`config.mk`:
```
export PLATFORM = sky130hd
export DESIGN_NAME = vga_text_renderer_flat
export DESIGN_NICKNAME = d
export VERILOG_FILES = /design/src/rtl/vga_text_renderer_if.sv /design/src/rtl/vga_text_renderer.sv /design/src/flat_wrapper.sv
export SDC_FILE = /design/constraint.sdc
export NUM_CORES = 1
export LEC_CHECK = 0
export ABC_CLOCK_PERIOD_IN_PS = 9770
export BUFFER_PORTS_ARGS = -buffer_cell sky130_fd_sc_hd__buf_2
export CAP_MARGIN = 20
export CORE_MARGIN = 2
export CORE_UTILIZATION = 46
export DETAILED_ROUTE_END_ITERATION = 6
export GPL_ROUTABILITY_DRIVEN = 0
export GPL_TIMING_DRIVEN = 0
export HOLD_SLACK_MARGIN = 0.06
export PLACE_DENSITY_LB_ADDON = 0.3
export SLEW_MARGIN = 30
export SYNTH_ARGS = -nofsm -noshare
export SYNTH_HDL_FRONTEND = slang
export SYNTH_SLANG_ARGS = --single-unit
export TNS_END_PERCENT = 30
```
`constraint.sdc`:
```
create_clock -name clk -period 9.77 [get_ports clk]
set_input_delay 1.4655 -clock clk [delete_from_list [all_inputs] [get_ports clk]]
set_output_delay 1.4655 -clock clk [all_outputs]
set_load 0.01 [all_outputs]
```
`src/rtl/vga_text_renderer_if.sv`:
```
// Signal bundle between the text renderer, the write side, the VGA timing generator and the glyph ROM.
interface vga_text_renderer_if;
  logic        clear;
  logic        wr_en;
  logic [3:0]  wr_col;
  logic [2:0]  wr_row;
  logic [3:0]  wr_code;
  logic        wr_ready;
  logic        busy;
  logic [9:0]  pix_x;
  logic [9:0]  pix_y;
  logic        video_on;
  logic        hsync_in;
  logic        vsync_in;
  logic [3:0]  glyph_code;
  logic [3:0]  glyph_row;
  logic [2:0]  glyph_col;
  logic        glyph_pixel;
  logic [11:0] rgb_out;
  logic        hsync_out;
  logic        vsync_out;

  // master: environment (writer, timing generator, ROM); slave: the renderer
  modport master (
    output clear, wr_en, wr_col, wr_row, wr_code,
    output pix_x, pix_y, video_on, hsync_in, vsync_in, glyph_pixel,
    input  wr_ready, busy, glyph_code, glyph_row, glyph_col,
    input  rgb_out, hsync_out, vsync_out
  );

  modport slave (
    input  clear, wr_en, wr_col, wr_row, wr_code,
    input  pix_x, pix_y, video_on, hsync_in, vsync_in, glyph_pixel,
    output wr_ready, busy, glyph_code, glyph_row, glyph_col,
    output rgb_out, hsync_out, vsync_out
  );
endinterface

```
`src/rtl/vga_text_renderer.sv`:
```
// Character-cell text renderer: glyph-code buffer with clear sweep, and a
// 2-stage pixel pipeline feeding the 8x16 glyph ROM and producing RGB + syncs.
module vga_text_renderer #(
  parameter int unsigned TEXT_COLS  = 16,
  parameter int unsigned TEXT_ROWS  = 8,
  parameter int unsigned ORIGIN_X   = 64,
  parameter int unsigned ORIGIN_Y   = 48,
  parameter logic [11:0] FG_RGB     = 12'hFFF,
  parameter logic [11:0] BG_RGB     = 12'h000,
  parameter logic [3:0]  CODE_BLANK = 4'hF
) (
  input logic clk,
  input logic rst_n,
  vga_text_renderer_if.slave bus
);

  localparam int unsigned N        = TEXT_COLS * TEXT_ROWS;
  localparam int unsigned ADDR_W   = $clog2(N);
  localparam int unsigned WIN_W    = 8 * TEXT_COLS;
  localparam int unsigned WIN_H    = 16 * TEXT_ROWS;
  localparam int unsigned CODE_MAX = 12;

  typedef enum logic {IDLE, CLEAR} state_t;

  state_t              state;
  logic [ADDR_W-1:0]   clr_addr;
  logic                busy_q;
  logic                wr_ready_q;
  logic [3:0]          mem [N];

  logic                wr_hit_c;
  logic [ADDR_W-1:0]   wr_addr_c;
  logic [9:0]          dx_c;
  logic [9:0]          dy_c;
  logic                in_win_c;
  logic [ADDR_W-1:0]   rd_addr_c;

  logic [3:0]          glyph_code_q;
  logic [3:0]          glyph_row_q;
  logic [2:0]          glyph_col_q;
  logic                in_win_q;
  logic                hs1_q, vs1_q;
  logic [11:0]         rgb_q;
  logic                hs2_q, vs2_q;

  // Write decode: only in IDLE, dropped when a clear arrives the same cycle
  assign wr_hit_c  = (state == IDLE) && !bus.clear && bus.wr_en &&
                     (32'(bus.wr_col) < TEXT_COLS) && (32'(bus.wr_row) < TEXT_ROWS);
  assign wr_addr_c = ADDR_W'(bus.wr_row) * ADDR_W'(TEXT_COLS) + ADDR_W'(bus.wr_col);

  // Clear-sweep FSM; reset lands in CLEAR so the unreset buffer gets blanked
  always_ff @(posedge clk or negedge rst_n) begin
    if (!rst_n) begin
      state      <= CLEAR;
      clr_addr   <= '0;
      busy_q     <= 1'b1;
      wr_ready_q <= 1'b0;
    end else begin
      case (state)
        IDLE: begin
          if (bus.clear) begin
            state      <= CLEAR;
            clr_addr   <= '0;
            busy_q     <= 1'b1;
            wr_ready_q <= 1'b0;
          end
        end
        CLEAR: begin
          if (bus.clear) begin
            clr_addr <= '0;
          end else if (clr_addr == ADDR_W'(N - 1)) begin
            state      <= IDLE;
            clr_addr   <= '0;
            busy_q     <= 1'b0;
            wr_ready_q <= 1'b1;
          end else begin
            clr_addr <= clr_addr + ADDR_W'(1);
          end
        end
        default: begin
          state      <= CLEAR;
          clr_addr   <= '0;
          busy_q     <= 1'b1;
          wr_ready_q <= 1'b0;
        end
      endcase
    end
  end

  always_ff @(posedge clk) begin
    if (state == CLEAR)
      mem[clr_addr] <= CODE_BLANK;
    else if (wr_hit_c)
      mem[wr_addr_c] <= bus.wr_code;
  end

  // Stage 1: window test and cell lookup from the current pixel coordinate
  assign dx_c      = bus.pix_x - 10'(ORIGIN_X);
  assign dy_c      = bus.pix_y - 10'(ORIGIN_Y);
  assign in_win_c  = bus.video_on &&
                     (32'(bus.pix_x) >= ORIGIN_X) && (32'(bus.pix_x) < ORIGIN_X + WIN_W) &&
                     (32'(bus.pix_y) >= ORIGIN_Y) && (32'(bus.pix_y) < ORIGIN_Y + WIN_H);
  assign rd_addr_c = ADDR_W'((dy_c >> 4) * 10'(TEXT_COLS) + (dx_c >> 3));

  // Read register doubles as glyph_code; read-first against a same-cycle write
  always_ff @(posedge clk or negedge rst_n) begin
    if (!rst_n) begin
      glyph_code_q <= '0;
      glyph_row_q  <= '0;
      glyph_col_q  <= '0;
      in_win_q     <= 1'b0;
      hs1_q        <= 1'b1;
      vs1_q        <= 1'b1;
    end else begin
      glyph_code_q <= mem[rd_addr_c];
      glyph_row_q  <= dy_c[3:0];
      glyph_col_q  <= 3'd7 - dx_c[2:0];
      in_win_q     <= in_win_c;
      hs1_q        <= bus.hsync_in;
      vs1_q        <= bus.vsync_in;
    end
  end

  // Stage 2: colour from ROM pixel; codes above 12 render as background
  always_ff @(posedge clk or negedge rst_n) begin
    if (!rst_n) begin
      rgb_q <= BG_RGB;
      hs2_q <= 1'b1;
      vs2_q <= 1'b1;
    end else begin
      rgb_q <= (in_win_q && (glyph_code_q <= 4'(CODE_MAX)) && bus.glyph_pixel) ? FG_RGB : BG_RGB;
      hs2_q <= hs1_q;
      vs2_q <= vs1_q;
    end
  end

  assign bus.busy       = busy_q;
  assign bus.wr_ready   = wr_ready_q;
  assign bus.glyph_code = glyph_code_q;
  assign bus.glyph_row  = glyph_row_q;
  assign bus.glyph_col  = glyph_col_q;
  assign bus.rgb_out    = rgb_q;
  assign bus.hsync_out  = hs2_q;
  assign bus.vsync_out  = vs2_q;

endmodule

```
`src/flat_wrapper.sv`:
```
// flat-port wrapper written by rule: the top's interface ports become plain ports
module vga_text_renderer_flat 
#(
  parameter int unsigned TEXT_COLS  = 16,
  parameter int unsigned TEXT_ROWS  = 8,
  parameter int unsigned ORIGIN_X   = 64,
  parameter int unsigned ORIGIN_Y   = 48,
  parameter logic [11:0] FG_RGB     = 12'hFFF,
  parameter logic [11:0] BG_RGB     = 12'h000,
  parameter logic [3:0]  CODE_BLANK = 4'hF
)
  (clk, rst_n, bus_clear, bus_wr_en, bus_wr_col, bus_wr_row, bus_wr_code, bus_pix_x, bus_pix_y, bus_video_on, bus_hsync_in, bus_vsync_in, bus_glyph_pixel, bus_wr_ready, bus_busy, bus_glyph_code, bus_glyph_row, bus_glyph_col, bus_rgb_out, bus_hsync_out, bus_vsync_out);
  vga_text_renderer_if bus_i ();
  input logic clk;
  input logic rst_n;
  input wire logic [$bits(bus_i.clear)-1:0] bus_clear;
  input wire logic [$bits(bus_i.wr_en)-1:0] bus_wr_en;
  input wire logic [$bits(bus_i.wr_col)-1:0] bus_wr_col;
  input wire logic [$bits(bus_i.wr_row)-1:0] bus_wr_row;
  input wire logic [$bits(bus_i.wr_code)-1:0] bus_wr_code;
  input wire logic [$bits(bus_i.pix_x)-1:0] bus_pix_x;
  input wire logic [$bits(bus_i.pix_y)-1:0] bus_pix_y;
  input wire logic [$bits(bus_i.video_on)-1:0] bus_video_on;
  input wire logic [$bits(bus_i.hsync_in)-1:0] bus_hsync_in;
  input wire logic [$bits(bus_i.vsync_in)-1:0] bus_vsync_in;
  input wire logic [$bits(bus_i.glyph_pixel)-1:0] bus_glyph_pixel;
  output wire logic [$bits(bus_i.wr_ready)-1:0] bus_wr_ready;
  output wire logic [$bits(bus_i.busy)-1:0] bus_busy;
  output wire logic [$bits(bus_i.glyph_code)-1:0] bus_glyph_code;
  output wire logic [$bits(bus_i.glyph_row)-1:0] bus_glyph_row;
  output wire logic [$bits(bus_i.glyph_col)-1:0] bus_glyph_col;
  output wire logic [$bits(bus_i.rgb_out)-1:0] bus_rgb_out;
  output wire logic [$bits(bus_i.hsync_out)-1:0] bus_hsync_out;
  output wire logic [$bits(bus_i.vsync_out)-1:0] bus_vsync_out;
  assign bus_i.clear = bus_clear;
  assign bus_i.wr_en = bus_wr_en;
  assign bus_i.wr_col = bus_wr_col;
  assign bus_i.wr_row = bus_wr_row;
  assign bus_i.wr_code = bus_wr_code;
  assign bus_i.pix_x = bus_pix_x;
  assign bus_i.pix_y = bus_pix_y;
  assign bus_i.video_on = bus_video_on;
  assign bus_i.hsync_in = bus_hsync_in;
  assign bus_i.vsync_in = bus_vsync_in;
  assign bus_i.glyph_pixel = bus_glyph_pixel;
  assign bus_wr_ready = bus_i.wr_ready;
  assign bus_busy = bus_i.busy;
  assign bus_glyph_code = bus_i.glyph_code;
  assign bus_glyph_row = bus_i.glyph_row;
  assign bus_glyph_col = bus_i.glyph_col;
  assign bus_rgb_out = bus_i.rgb_out;
  assign bus_hsync_out = bus_i.hsync_out;
  assign bus_vsync_out = bus_i.vsync_out;
  vga_text_renderer #(.TEXT_COLS(TEXT_COLS), .TEXT_ROWS(TEXT_ROWS), .ORIGIN_X(ORIGIN_X), .ORIGIN_Y(ORIGIN_Y), .FG_RGB(FG_RGB), .BG_RGB(BG_RGB), .CODE_BLANK(CODE_BLANK)) u_core (.clk(clk), .rst_n(rst_n), .bus(bus_i));
endmodule
```
==> run metrics, run 1 <==
status complete, no violations; WL/cell 26.80 um; CP max FO 10; flops & latches, synth about 540; maxcap violations 0; CTS tree built; grt total ovfl 0; FF-to-FF setup slack approximately 6.2 ns; HPWL Detailed approximately 33000 um; Final period util between 40% and 50%; path depth of the worst reg2reg path 6; Worst Clk Skew approximately 0.029 ns; cell area after layout 24570 um2; core area about 46000 um2; post-CTS setup buffer count 0; Row Count a little under 80; Synthesized Nets approximately 1100; drt initial violations ~970; Post-DRT Antenna Nets 0; RSZ-0062 raised after global routing false; via count of the first global-routing pass about 11000; width of the die between 200 and 250 um; global-route wire length before repair 72830 um; Synth area leaders edfxtp_1, mux4_2, dfrtp_1; Top FF cell, synth edfxtp_1; clock transition at the registers of the reported paths roughly 0.06 ns; Clock Power Share about two fifths; Layout Nets 1231; area growth from synthesis to layout 13.65%; Final WS setup between 5 and 6 ns; EDFF count, synth 512; area of the mapped netlist around 22000 um2; maximum clock rate ~0.21 GHz; Cell Area, Placed around 23000 um2; setup TNS 0 ns; Arr. time, crit path approximately 5.2 ns; CTS root buf clkbuf_16; Post-CTS Hold Fix Bufs 0; commonest non-fill, non-tap cell in the layout edfxtp_1; pwr dens between 150 and 200 nW/um2; Seq pwr share a little over half; final hold vios 0; leakage power roughly 8.8 nW; H-Tree Depth 2; Worst Setup Start Kind input port; CTS resizes 0; biggest area consumer among synthesized cells edfxtp_1; Worst setup EP type register; Worst Path Class, Setup input port to register; pin count of the biggest net entering global routing between 60 and 70; Int Pwr 3.730 mW; final setup fails 0; fin. max-slew vios 0; Routed WL ~50000 um; clk_lat worst skew ~0.60 ns; share of post-route cells with drive strength above 1 a little under a third; Critical Path Source bus_pix_x[6]; n_diodes 0; Initial Utilization a little under half; most frequent cells in the layout edfxtp_1, mux4_2, nor2_1, buf_2, clkbuf_16; post-synthesis sequential area ratio between 70% and 80%; antenna violations before repair 0; Critical path destination u_core.bus.glyph_code[0]$_DFF_PN0_; CP required approximately 10 ns; Rel. slew slack a little over a third; cts bufs inserted 52; Worst-Margin Slew around 0.96 ns; DRC violations left 0; GRT Overall Usage about 20%; pre-CTS WS ~4.5 ns; clk buf depth 3; Ys Warns 0; Worst R2R End u_core.mem[56][1]$_DFFE_PP_; fill cell count approximately 3600; maximum vdd drop about 150 uV; post-synthesis cell type count between 40 and 50; Hold Path Class register to register; cell count after synthesis between 1000 and 1500; Synth top area share between 70% and 80%; R2R Path Start u_core.state$_DFF_PN1_; Die ar. roughly 50000 um2; switching pwr a little over 1 mW; Final min period around 4.7 ns; CTS sink cnt between 500 and 600; Via density 5.859; die height around 220 um; Logic pwr share roughly 5.4%; sw frac a little over a fifth; Synth Area per Inst a little over 20 um2; via count ~11000; async set-reset flop share out of synthesis about 5.0%; IO buf count 62; boundary pin count 66; TritonRoute pass-1 iters 5
==> kinds of logic (layout without fill, tap and decap cells) <==
family / count (synthesis) / after routing / synth area share (%)
AOI/OAI and AO/OA: 33 / 33 / 0.9896
xor gates and xnor gates: 8 / 8 / 0.3877
adders and majority gates: 7 / 7 / 0.4398
buffers and inverters: 73 / 238 / 1.817
DFF: 539 / 539 / 74.27
muxes: 179 / 179 / 17.59
and+or+nand+nor: 222 / 222 / 4.502
==> state kept, by name, summed over array words and instances (netlist names) <==
signal,count
u_core.hs1_q,1
u_core.bus.glyph_row,4
u_core.vs1_q,1
u_core.bus.glyph_code,4
u_core.bus.glyph_col,3
u_core.bus.vsync_out,1
u_core.bus.rgb_out,1
u_core.mem,512
u_core.bus.busy,1
u_core.clr_addr,7
u_core.bus.wr_ready,1
u_core.bus.hsync_out,1
u_core.state,1
u_core.in_win_q,1
==> through the flow <==
| step | std cells | power (mW) | hold slack, ns | utilization (%) |
|---|---|---|---|---|
| 2_1_floorplan | 1061 | 2.711 | 0.3452 | - |
| 3_3_place_gp | 1730 | 2.818 | 0.3491 | 48.84 |
| 6_report | 1833 | 4.746 | 0.3548 | 52.89 |
| 3_5_place_dp | 1738 | 2.820 | 0.3504 | 49.28 |
| 4_1_cts | 1833 | 4.768 | 0.3565 | 52.89 |
| 5_1_grt | 1833 | 4.868 | 0.3627 | 52.89 |
==> layer usage <==
layer | track usage [%] | vias to the layer above | wire length [um]
met1 | 28.60 | 5680 | 20290
met4 | 5.867 | 0 | 1090
met3 | 3.333 | 76 | 3407
met2 | 33.42 | 440 | 24340
li1 | - | 4543 | -
met5 | 0 | - | 0
==> power groups by stage <==
stage	sequential (mW)	combinational, mW	clock (mW)
after floorplan	2.56	0.146	0
after global placement	2.56	0.258	0
after detailed placement	2.56	0.260	0
after CTS	2.51	0.261	2.00
after global routing	2.51	0.271	2.09
final	2.51	0.258	1.98
==> critical path: stages <==
cell	delay [ns]
buf_2	0.17
inv_2	0.20
buf_1	0.53
ha_1	0.24
inv_1	0.04
ha_1	0.50
clkbuf_1	0.71
mux4_2	0.44
mux2_2	0.32
o22ai_1	0.34
a211oi_1	0.15
==> cells in the mapped netlist, types with 5 or more instances <==
master / count
a211oi_1: 8
a21oi_1: 6
and2_1: 5
buf_1: 9
buf_2: 14
buf_4: 13
buf_6: 7
clkbuf_1: 20
dfrtp_1: 21
dfstp_2: 6
edfxtp_1: 512
ha_1: 6
inv_1: 9
mux2_2: 8
mux2i_1: 11
mux4_2: 160
nand2_1: 27
nand2b_1: 23
nand3_1: 5
nor2_1: 140
o21ai_0: 7
==> area by class of cell <==
type | count | area (um2) | area share (%)
buffer | 63 | 366.6 | 1.492
clock buffer | 63 | 1436 | 5.846
clock inverter | 32 | 242.7 | 0.9879
inverter | 10 | 37.54 | 0.1528
multi-input combinational | 449 | 5200 | 21.16
sequential | 539 | 16060 | 65.35
tap | 607 | 759.5 | 3.091
timing repair buffer | 70 | 470.5 | 1.915
==> how the worst min path moves through the flow <==
stage                            from                             end  slack (ns)  cells after the start
3_5_place_dp   u_core.hs1_q$_DFF_PN1_  u_core.bus.hsync_out$_DFF_PN1_        0.35                      0
4_1_cts        u_core.hs1_q$_DFF_PN1_  u_core.bus.hsync_out$_DFF_PN1_        0.36                      0
3_3_place_gp   u_core.hs1_q$_DFF_PN1_  u_core.bus.hsync_out$_DFF_PN1_        0.35                      0
2_1_floorplan  u_core.hs1_q$_DFF_PN1_  u_core.bus.hsync_out$_DFF_PN1_        0.35                      0
5_1_grt        u_core.hs1_q$_DFF_PN1_  u_core.bus.hsync_out$_DFF_PN1_        0.36                      0
6_report       u_core.hs1_q$_DFF_PN1_  u_core.bus.hsync_out$_DFF_PN1_        0.35                      0
No activity file was read; power rests on OpenSTA's default activity.
==> inputs of run 2 (changes only) <==
- ABC_AREA: not set -> 1
- ABC_CLOCK_PERIOD_IN_PS: 9770 -> 4150
- clock period: 9.77 -> 4.15 ns (I/O delays scaled with it)
==> run 2 against run 1 <==
Net effect: non-clock buffer count increased by 71; cell count up 56%; hold slack worse by 0.24 ns; critical path type unchanged; register-to-register slack worse by 5.3 ns; sequential share of layout area is 2.9 points lower; combinational power grew to 3.2 times the previous value; largest cell class unchanged; first-iteration DRC count is 140% higher; critical path depth up 4; synthesized cell count rose by 90%.
==> run metrics, run 2 <==
cts bufs inserted 54 (+3.8%); Layout Nets 2190 (+78%); Rel. slew slack 34.60% (-0.98 points); via count 16130 (+50%); final setup fails 0 (unchanged); RSZ-0062 raised after global routing false; Post-DRT Antenna Nets 0 (unchanged); die height 225.9 um (+2.3%); Placed Cells 2751 (+58%); global-route wire length before repair 95920 um (+32%); Worst-Margin Slew 0.9811 ns (+0.02295 ns); post-synthesis cell type count 38 (-12%); pwr dens 445.3 nW/um2 (+130%); Final period util ~95%; biggest area consumer among synthesized cells edfxtp_1; Row Count 81 (+2.5%); fill cell count 4185 (+16%); DRC violations left 0 (unchanged); Die ar. 51040 um2 (+4.7%); IO buf count 64 (+3.2%); Ys Warns 0 (unchanged); n_diodes 0 (unchanged); Cell Area, Placed 23990 um2 (+4.8%); Initial Utilization 46.48% (-0.062 points); Synth Area per Inst 11.24 um2 (-45%); clk_lat worst skew 0.62 ns (+0.02 ns); clock transition at the registers of the reported paths 0.06 ns (about the same); Hold Path Class input port to register; Via density 5.654 (-3.5%); clk buf depth 3 (unchanged); CTS tree built; area growth from synthesis to layout 13.40%; via count of the first global-routing pass 15120 (+39%); post-synthesis sequential area ratio 70.87% (-3.4 points); Top Usage Layer GRT met2; final core occ 52.70% (-0.19 points); Worst Clk Skew 0.01103 ns (-0.01793 ns); CP required 4.61 ns (-5.59 ns); GRT Overall Usage 26.14% (+5.7 points); maximum vdd drop 344.1 uV (+130%); pre-CTS WS -0.3177 ns (-4.809 ns); drt initial violations 2295 (+140%); EDFF count, synth 512 (unchanged); maxcap violations 0 (unchanged); share of post-route cells with drive strength above 1 10.65% (-20 points); Worst Setup Start Kind input port; most frequent cell after synthesis nand2_1; Synth area leaders edfxtp_1, nand2_1, nand3_1; final worst hold slack 0.1099 ns (-0.2449 ns); Final WS setup 0.1971 ns (-4.846 ns); CTS sink cnt 539 (unchanged); boundary pin count 66 (unchanged); commonest non-fill, non-tap cell in the layout nand2_1; Non-Filler Instances 2852 (+56%); top flop regs u_core.mem (512), u_core.clr_addr (7); width of the die 225.9 um (+2.3%); most frequent cells in the layout nand2_1, edfxtp_1, nand3_1, nor2_1, clkbuf_1; largest reg by FF count u_core.mem; status complete, no violations; post-CTS setup buffer count 0 (unchanged); HPWL Detailed 45430 um (+40%); core area 48750 um2 (+4.9%); grt total ovfl 0 (unchanged); Synth top area share 67.86% (-3.3 points); async set-reset flop share out of synthesis 5.009% (unchanged); flops & latches, synth 539 (unchanged); H-Tree Depth 2 (unchanged); met1 global-route usage 34.96% (+6.4 points); area of the mapped netlist 22660 um2 (+4.8%); pin count of the biggest net entering global routing 59 (-3.3%); met2 usage 41.45% (+8.0 points); Final min period a little under 4 ns; CTS root buf clkbuf_16; leakage power 9.687 nW (+11%); Worst setup EP type register; met3 usage 5.517% (+2.2 points); cell count after synthesis 2015 (+90%); CP max FO 10 (unchanged); fin. max-slew vios 0 (unchanged); Synth top cells by count nand2_1, edfxtp_1, nand3_1, nor2_1, clkbuf_1; Arr. time, crit path 4.41 ns (-0.75 ns); Worst Path Class, Setup input port to register; antenna violations before repair 0 (unchanged); maximum clock rate ~0.25 GHz; Synthesized Nets 2061 (+86%); Top FF cell, synth edfxtp_1; WL/cell 23.22 um (-13%); cell area after layout 25690 um2 (+4.6%); Routed WL 66210 um (+35%); TritonRoute pass-1 iters 6 (+1); Largest register FFs 512 (unchanged); final hold vios 0 (unchanged)
-- run 2: changes by cell type after synthesis, moves of 23 or more --
cell      change
clkbuf_1     +54
inv_1        +23
mux4_2      -160
nand3_1     +464
nand2b_1     -23
nand2_1     +601
-- run 2: repair_timing --
item	in CTS	in global routing
gates resized for setup	0	0
hold buffers	1	0
endpoints found under the hold margin	21	0
-- run 2: path summary, 6_finish.rpt --
check / slack, ns / start / end / cells past startpoint
max reg2reg: 0.96 / u_core.state$_DFF_PN1_ / u_core.mem[89][3]$_DFFE_PP_ / 10
max: 0.20 / bus_pix_x[6] / u_core.bus.glyph_code[2]$_DFF_PN0_ / 15
min reg2reg: 0.36 / u_core.hs1_q$_DFF_PN1_ / u_core.bus.hsync_out$_DFF_PN1_ / 0
min in group asynchronous: 0.56 / rst_n / u_core.bus.glyph_col[1]$_DFF_PN0_ / 2
max in group asynchronous: 3.20 / rst_n / u_core.clr_addr[5]$_DFFE_PN0P_ / 2
min: 0.11 / bus_hsync_in / u_core.hs1_q$_DFF_PN1_ / 1
-- run 2: layout make-up --
type | count | area, um2 | share of cell area (%)
clock buffers | 71 | 1455 | 5.664
multi-input cells | 1303 | 5854 | 22.79
repair buffers | 73 | 505.5 | 1.967
flip-flops and latches | 539 | 16060 | 62.50
well taps | 664 | 830.8 | 3.234
clock inverters | 29 | 234.0 | 0.9107
plain buffers | 131 | 596.8 | 2.323
inverters | 42 | 157.7 | 0.6136
-- run 2: cell families after synthesis --
group / share of synthesized area (%)
AO/OA/AOI/OAI: 0.6185
XOR/XNOR: 0.4252
adder cells (fa/ha/maj): 0.4197
buffers and inverters: 3.330
flip-flops: 70.87
multiplexers: 0.04970
AND/OR/NAND/NOR: 24.28
-- run 2: worst max-delay path, stage by stage --
cell and delay, ns:
buf_2 0.11, clkbuf_1 0.61, inv_1 0.34, clkbuf_1 0.40, ha_1 0.39, inv_1 0.06
ha_1 0.13, inv_1 0.05, fa_1 0.43, xor2_1 0.18, xnor2_1 0.16, xor2_1 0.50
inv_1 0.18, nand2_1 0.10, nand2_1 0.13
-- run 2: stage by stage --
stage	power, mW	setup TNS [ns]
final	11.44	0
after global routing	11.72	0
after floorplan	6.472	0
after CTS	11.45	0
after global placement	6.808	-0.8718
after detailed placement	6.819	-1.255
-- run 2: metal layers --
metal	wire, um	share of wire [%]	up-vias
met2	30960	47	924
li1	-	-	7249
met4	3067	4.6	0
met1	24940	38	7778
met5	0	0	-
met3	7239	11	174
-- run 2: power by group --
part	switching (mW)	total [mW]	internal (mW)	leakage (nW)
Clock	2.07	4.72	2.65	0.825
Combinational	0.602	0.813	0.211	3.04
Sequential	0.0139	5.91	5.90	5.82
